==> config.mk <==
export PLATFORM = sky130hd
export DESIGN_NAME = mem_stage_lsu
export DESIGN_NICKNAME = d
export VERILOG_FILES = /design/src/rtl/mem_stage_lsu.sv
export SDC_FILE = /design/constraint.sdc
export NUM_CORES = 1
export LEC_CHECK = 0
export ABC_CLOCK_PERIOD_IN_PS = 3700
export CAP_MARGIN = 30
export CORE_MARGIN = 3
export CORE_UTILIZATION = 40
export CTS_CLUSTER_DIAMETER = 200
export CTS_CLUSTER_SIZE = 24
export DETAILED_ROUTE_END_ITERATION = 8
export HOLD_SLACK_MARGIN = 0.15
export PLACE_DENSITY_LB_ADDON = 0.12
export SYNTH_ARGS = -nofsm -noshare
export SYNTH_HDL_FRONTEND = slang
export SYNTH_SLANG_ARGS = --single-unit
==> constraint.sdc <==
create_clock -name clk -period 3.7 [get_ports clk]
set_input_delay 0.555 -clock clk [delete_from_list [all_inputs] [get_ports clk]]
set_output_delay 0.555 -clock clk [all_outputs]
set_load 0.02 [all_outputs]
==> src/rtl/mem_stage_lsu.sv <==
// Memory-stage load/store unit: one transaction at a time, IDLE->REQ->WAIT->DONE, 4 cycles minimum.
// Optional LSU_MISALIGN_TRAP_EN traps misaligned H/W accesses to DONE without touching the bus.
module mem_stage_lsu #(
    parameter int unsigned TIMEOUT_CYCLES = 256
) (
    input  logic        clk,
    input  logic        rst,
    input  logic        in_valid,
    output logic        in_ready,
    input  logic        in_ren,
    input  logic        in_wen,
    input  logic [2:0]  in_funct3,
    input  logic [31:0] in_addr,
    input  logic [31:0] in_wdata,
    input  logic [4:0]  in_rd,
    output logic        bus_req,
    input  logic        bus_gnt,
    output logic        bus_we,
    output logic [31:0] bus_addr,
    output logic [31:0] bus_wdata,
    output logic [3:0]  bus_wmask,
    input  logic        bus_rvalid,
    input  logic [31:0] bus_rdata,
    output logic        out_valid,
    input  logic        out_ready,
    output logic [31:0] out_rdata,
    output logic [4:0]  out_rd,
    output logic        out_is_load,
    output logic        out_err
`ifdef LSU_MISALIGN_TRAP_EN
    ,
    output logic        out_misalign
`endif
);

    typedef enum logic [1:0] {S_IDLE, S_REQ, S_WAIT, S_DONE} state_t;

    localparam logic [15:0] TMO_LAST = 16'(TIMEOUT_CYCLES - 1);

    state_t      state_q, state_d;
    logic [15:0] cnt_q, cnt_d;
    logic        we_q, we_d;
    logic        load_q, load_d;
    logic [2:0]  funct3_q, funct3_d;
    logic [1:0]  off_q, off_d;
    logic [31:0] addr_q, addr_d;
    logic [31:0] wdata_q, wdata_d;
    logic [3:0]  wmask_q, wmask_d;
    logic [4:0]  rd_q, rd_d;
    logic [31:0] rdata_q, rdata_d;
    logic        err_q, err_d;
`ifdef LSU_MISALIGN_TRAP_EN
    logic        mis_q, mis_d;
    logic        in_misaligned;

    assign in_misaligned = (in_funct3[1:0] == 2'b01 && in_addr[0]) ||
                           (in_funct3 == 3'b010 && in_addr[1:0] != 2'b00);
`endif

    // Shift the addressed lane down first, then extend from the low bits.
    function automatic logic [31:0] load_ext(input logic [2:0] f3, input logic [1:0] off,
                                             input logic [31:0] word);
        logic [31:0] s;
        s = word >> {off, 3'b000};
        case (f3)
            3'b000:  return {{24{s[7]}}, s[7:0]};
            3'b001:  return {{16{s[15]}}, s[15:0]};
            3'b010:  return s;
            3'b100:  return {24'b0, s[7:0]};
            3'b101:  return {16'b0, s[15:0]};
            default: return 32'b0;
        endcase
    endfunction

    always_comb begin
        state_d  = state_q;
        cnt_d    = cnt_q;
        we_d     = we_q;
        load_d   = load_q;
        funct3_d = funct3_q;
        off_d    = off_q;
        addr_d   = addr_q;
        wdata_d  = wdata_q;
        wmask_d  = wmask_q;
        rd_d     = rd_q;
        rdata_d  = rdata_q;
        err_d    = err_q;
`ifdef LSU_MISALIGN_TRAP_EN
        mis_d    = mis_q;
`endif
        case (state_q)
            S_IDLE: begin
                if (in_valid) begin
                    we_d     = in_wen;
                    load_d   = in_ren & ~in_wen;
                    funct3_d = in_funct3;
                    off_d    = in_addr[1:0];
                    addr_d   = {in_addr[31:2], 2'b00};
                    rd_d     = in_rd;
                    rdata_d  = 32'b0;
                    err_d    = 1'b0;
                    cnt_d    = 16'b0;
                    wdata_d  = 32'b0;
                    wmask_d  = 4'b0000;
                    if (in_wen) begin
                        case (in_funct3)
                            3'b000: begin
                                wdata_d = {4{in_wdata[7:0]}};
                                wmask_d = 4'b0001 << in_addr[1:0];
                            end
                            3'b001: begin
                                wdata_d = {2{in_wdata[15:0]}};
                                wmask_d = 4'b0011 << in_addr[1:0];
                            end
                            3'b010: begin
                                wdata_d = in_wdata;
                                wmask_d = 4'b1111;
                            end
                            default: begin
                                wdata_d = in_wdata;
                                wmask_d = 4'b0000;
                            end
                        endcase
                    end
                    state_d = (in_wen || in_ren) ? S_REQ : S_DONE;
`ifdef LSU_MISALIGN_TRAP_EN
                    mis_d = 1'b0;
                    if ((in_wen || in_ren) && in_misaligned) begin
                        mis_d   = 1'b1;
                        err_d   = 1'b1;
                        state_d = S_DONE;
                    end
`endif
                end
            end
            S_REQ: begin
                if (bus_gnt) begin
                    state_d = S_WAIT;
                    cnt_d   = 16'b0;
                end
            end
            S_WAIT: begin
                if (bus_rvalid) begin
                    state_d = S_DONE;
                    rdata_d = load_q ? load_ext(funct3_q, off_q, bus_rdata) : 32'b0;
                end else if (cnt_q == TMO_LAST) begin
                    state_d = S_DONE;
                    err_d   = 1'b1;
                    rdata_d = 32'b0;
                end else begin
                    cnt_d = cnt_q + 16'd1;
                end
            end
            S_DONE: begin
                if (out_ready) state_d = S_IDLE;
            end
            default: state_d = S_IDLE;
        endcase
    end

    always_ff @(posedge clk or posedge rst) begin
        if (rst) begin
            state_q  <= S_IDLE;
            cnt_q    <= '0;
            we_q     <= 1'b0;
            load_q   <= 1'b0;
            funct3_q <= '0;
            off_q    <= '0;
            addr_q   <= '0;
            wdata_q  <= '0;
            wmask_q  <= '0;
            rd_q     <= '0;
            rdata_q  <= '0;
            err_q    <= 1'b0;
`ifdef LSU_MISALIGN_TRAP_EN
            mis_q    <= 1'b0;
`endif
        end else begin
            state_q  <= state_d;
            cnt_q    <= cnt_d;
            we_q     <= we_d;
            load_q   <= load_d;
            funct3_q <= funct3_d;
            off_q    <= off_d;
            addr_q   <= addr_d;
            wdata_q  <= wdata_d;
            wmask_q  <= wmask_d;
            rd_q     <= rd_d;
            rdata_q  <= rdata_d;
            err_q    <= err_d;
`ifdef LSU_MISALIGN_TRAP_EN
            mis_q    <= mis_d;
`endif
        end
    end

    // Bus fields are only driven while the request is outstanding.
    assign in_ready    = (state_q == S_IDLE);
    assign bus_req     = (state_q == S_REQ);
    assign bus_we      = bus_req & we_q;
    assign bus_addr    = bus_req ? addr_q : 32'b0;
    assign bus_wdata   = bus_req ? wdata_q : 32'b0;
    assign bus_wmask   = bus_req ? wmask_q : 4'b0000;
    assign out_valid   = (state_q == S_DONE);
    assign out_rdata   = rdata_q;
    assign out_rd      = rd_q;
    assign out_is_load = load_q;
    assign out_err     = err_q;
`ifdef LSU_MISALIGN_TRAP_EN
    assign out_misalign = mis_q;
`endif

endmodule

==> metrics.cfg <==
[floorplan]
io_pins=223
num_rows=46
die_width_um=135
start_util_pct=41.5
fp.dieH_um=135
core_area_um2=16100
die-area_um2=18300

[critical_path]
critPathRequiredTime_ns=3.14
endpoint_kind=output port
worst_path_max_delay_cell=ha_2
critical_path_peak_fanout=45
critical-path-top-delay-family=buffers and inverters
crit_chain=inv_1, ha_2, buf_4, and2_1, clkdlybuf4s50_1
critPathMaxStageDelay_ns=0.66
arrival_ns=2.71
criticalPathCategory=reg2out
worstPathBufferInverterCount=3
worst_setup_path_start_kind=flip-flop

[logic_synthesis]
synth.mux.area_fraction_pct=16.4
dominantRegCellSynth=dfrtp_1
synthArstFlopShare_pct=100
synth.yosys.seq_area_share_pct=48.3
mappedNetlistArea_um2=6690
synth.distinct_cells=47
synth_fa_ha_area_share_pct=0.935
synth_enable_flop_cells=0
synthesis.area_per_instance_um2=10.5
post_synthesis_compound_gate_area_fraction_pct=13.2
synth_top_family_by_area=simple AND/OR/NAND/NOR gates
syn_inst=636
number_of_synthesis_warnings=0
synth_xor_area_share_pct=0
synth_seq_cells=129
yosys.area_share.simple_pct=17.7

[timing]
hold-worst-slack_ns=0.472
finClkSkew_ns=0.00778
setup_ws_ns=0.432
final_min_period_over_clock_period_pct=88.3
fmax_mhz=306
setup_viol=0
finalSetupTns_ns=0
period_minus_slack_ns=3.27
report.final.hold_viol_count=0
drv_slew=0
grt_setup_unrepaired=no
tightest_slew_ns=0.955
max_slew_headroom_at_the_worst_pin_pct=36.3

[clock_network]
max-clock-path-buffers=2
ctsHtreeMaxLevel=4
cts.root.buffer_cell=clkbuf_16
cts-resized-gates=0
cts_tree=done
cts_sinks=129
cts.clk_slew.worst_paths_ns=0.06
cts_buffers=17
post_cts_repair_setup_buffers=0
worstSkewPairLatency_ns=0.42
cts.hold.buffers_added=0

[routing]
detail-route-antenna-nets=0
route.detailed.drc=0
drt_wl_total_um=19100
detailedRoute.firstIterationViolations=280
route.detailed.wl_per_inst_um=17.8
first_pass_iters=4
drt-vias-per-instance=5.22
num_vias=5583

[finish]
flow.area_growth_from_synthesis_pct=44.8
n_fill_cell=1343
layout.cells.most_common=clkdlybuf4s50_1
layoutNonFillerInstCount=1069
final_cell_mix=220 x clkdlybuf4s50_1, 129 x dfrtp_1, 72 x nand2_1, 68 x and2_1, 51 x mux2i_1
num-nets-final=957
final_core_utilization_pct=60.1
diodes=0
layout_cell_share_with_drive_strength_beyond_1_pct=12.5

[worst_hold_path]
worstHoldPathType=reg2reg

[global_route]
globalRouteTotalUtil_pct=21.1
via_count_of_the_first_global_routing_pass=5692
maximum_number_of_pins_on_one_net_before_global_route_repair=63
globalRoute.totalOverflow=0
grt_first_pass_wirelength_um=30500
grt_antenna_before_repair=0

[outcome]
status=finished, final reports clean

[placed_design]
half_perimeter_wire_length_after_placement_um=13600
gp_congestion=0.855
dpl_worst_slack_ns=0.819
placed_cells=1037
port_buffers=220

[job]
drv.max_cap_violation_count=0

[power_and_ir_drop]
vdd_drop_max_v=0.000390
pwr_cell_area_nw_per_um2=684
p_leak_nw=4.03

[worst register-to-register path: cells and delay by family, from the launching register on]
kind            cells  cell delay (ns)
fa+ha+maj           1             0.41
simple gates        3             1.48
flops               1             0.38
compound gates      1             0.19
buf+inv             1             0.09
[worst paths after layout]
path / start / endpoint / slack, ns / cells past startpoint
max: state_q[1] / bus_wdata[15] / 0.43 / 5
max in group asynchronous: rst / wdata_q[3] / 2.15 / 3
min: wdata_q[29] / wdata_q[29] / 0.47 / 2
min reg2reg: wdata_q[29] / wdata_q[29] / 0.47 / 2
max reg2reg: state_q[1] / cnt_q[3] / 1.05 / 6
min in group asynchronous: rst / out_rd[4] / 0.62 / 2
[state kept, by name (all words and copies together) (netlist names)]
register     count
addr_q          30
cnt_q           16
funct3_q         3
off_q            2
out_err          1
out_is_load      1
out_rd           5
out_rdata       32
state_q          2
wdata_q         32
we_q             1
wmask_q          4
[cell usage after synthesis, types with 2 or more instances]
cell type,count,area share [%]
buf_2,5,0.37
or4_4,2,0.34
and2_1,68,6.4
nand4_1,3,0.28
a22o_1,3,0.39
o31ai_1,8,0.90
nand2b_1,13,1.2
buf_6,2,0.34
a21oi_1,25,1.9
or4_1,7,0.79
ha_1,5,0.94
o2bb2ai_1,21,2.8
and3_1,2,0.19
mux2_2,50,8.4
buf_4,3,0.34
nand2_1,73,4.1
nor2_1,15,0.84
clkbuf_1,30,1.7
nand4b_1,2,0.26
buf_1,6,0.34
inv_1,7,0.39
mux2i_1,51,7.6
nor2b_1,5,0.47
dfrtp_1,129,48
and4_1,2,0.26
nor4_2,2,0.37
o21ai_0,49,3.7
o41ai_1,2,0.26
a221o_1,16,2.4
nor4_1,8,0.75
nand3_1,6,0.45
[power by group]
group          internal [mW]  switching [mW]
clock                   1.09           0.675
combinational           1.29            1.47
sequential              1.82           0.288
total                   4.20            2.43
[per-layer routing]
metal	global-route usage, %	routed length (um)	vias to the layer above
met5	0	0	-
met4	5.99	272	0
li1	-	-	2677
met2	33.6	9130	178
met1	27.6	8330	2706
met3	6.87	1340	22
[through the flow]
| stage | power [mW] | area, um2 |
|---|---|---|
| floorplan | 3.85 | 6700 |
| global placement | 4.82 | 9060 |
| detailed placement | 4.90 | 9060 |
| CTS | 6.70 | 9680 |
| global route | 7.02 | 9680 |
| finish | 6.63 | 9680 |
[cell type report]
type	instances	area [um2]	share of cell area (%)
timing repair buffer	231	2300	23.7
clock buffer	18	439	4.54
tap	216	270	2.79
multi-input combinational	454	3240	33.5
sequential	129	3230	33.3
inverter	7	30.0	0.310
clock inverter	14	179	1.85
[logic make-up (layout without fill, tap and decap cells)]
kind of cell             after synthesis  after routing
multiplexers                         102            102
buffers and inverters                 54            270
adder cells (fa/ha/maj)                5              5
other                                  1              2
AND/OR/NAND/NOR                      216            216
flip-flops                           129            129
AO/OA/AOI/OAI                        129            129
No activity file was read; power rests on OpenSTA's default activity.
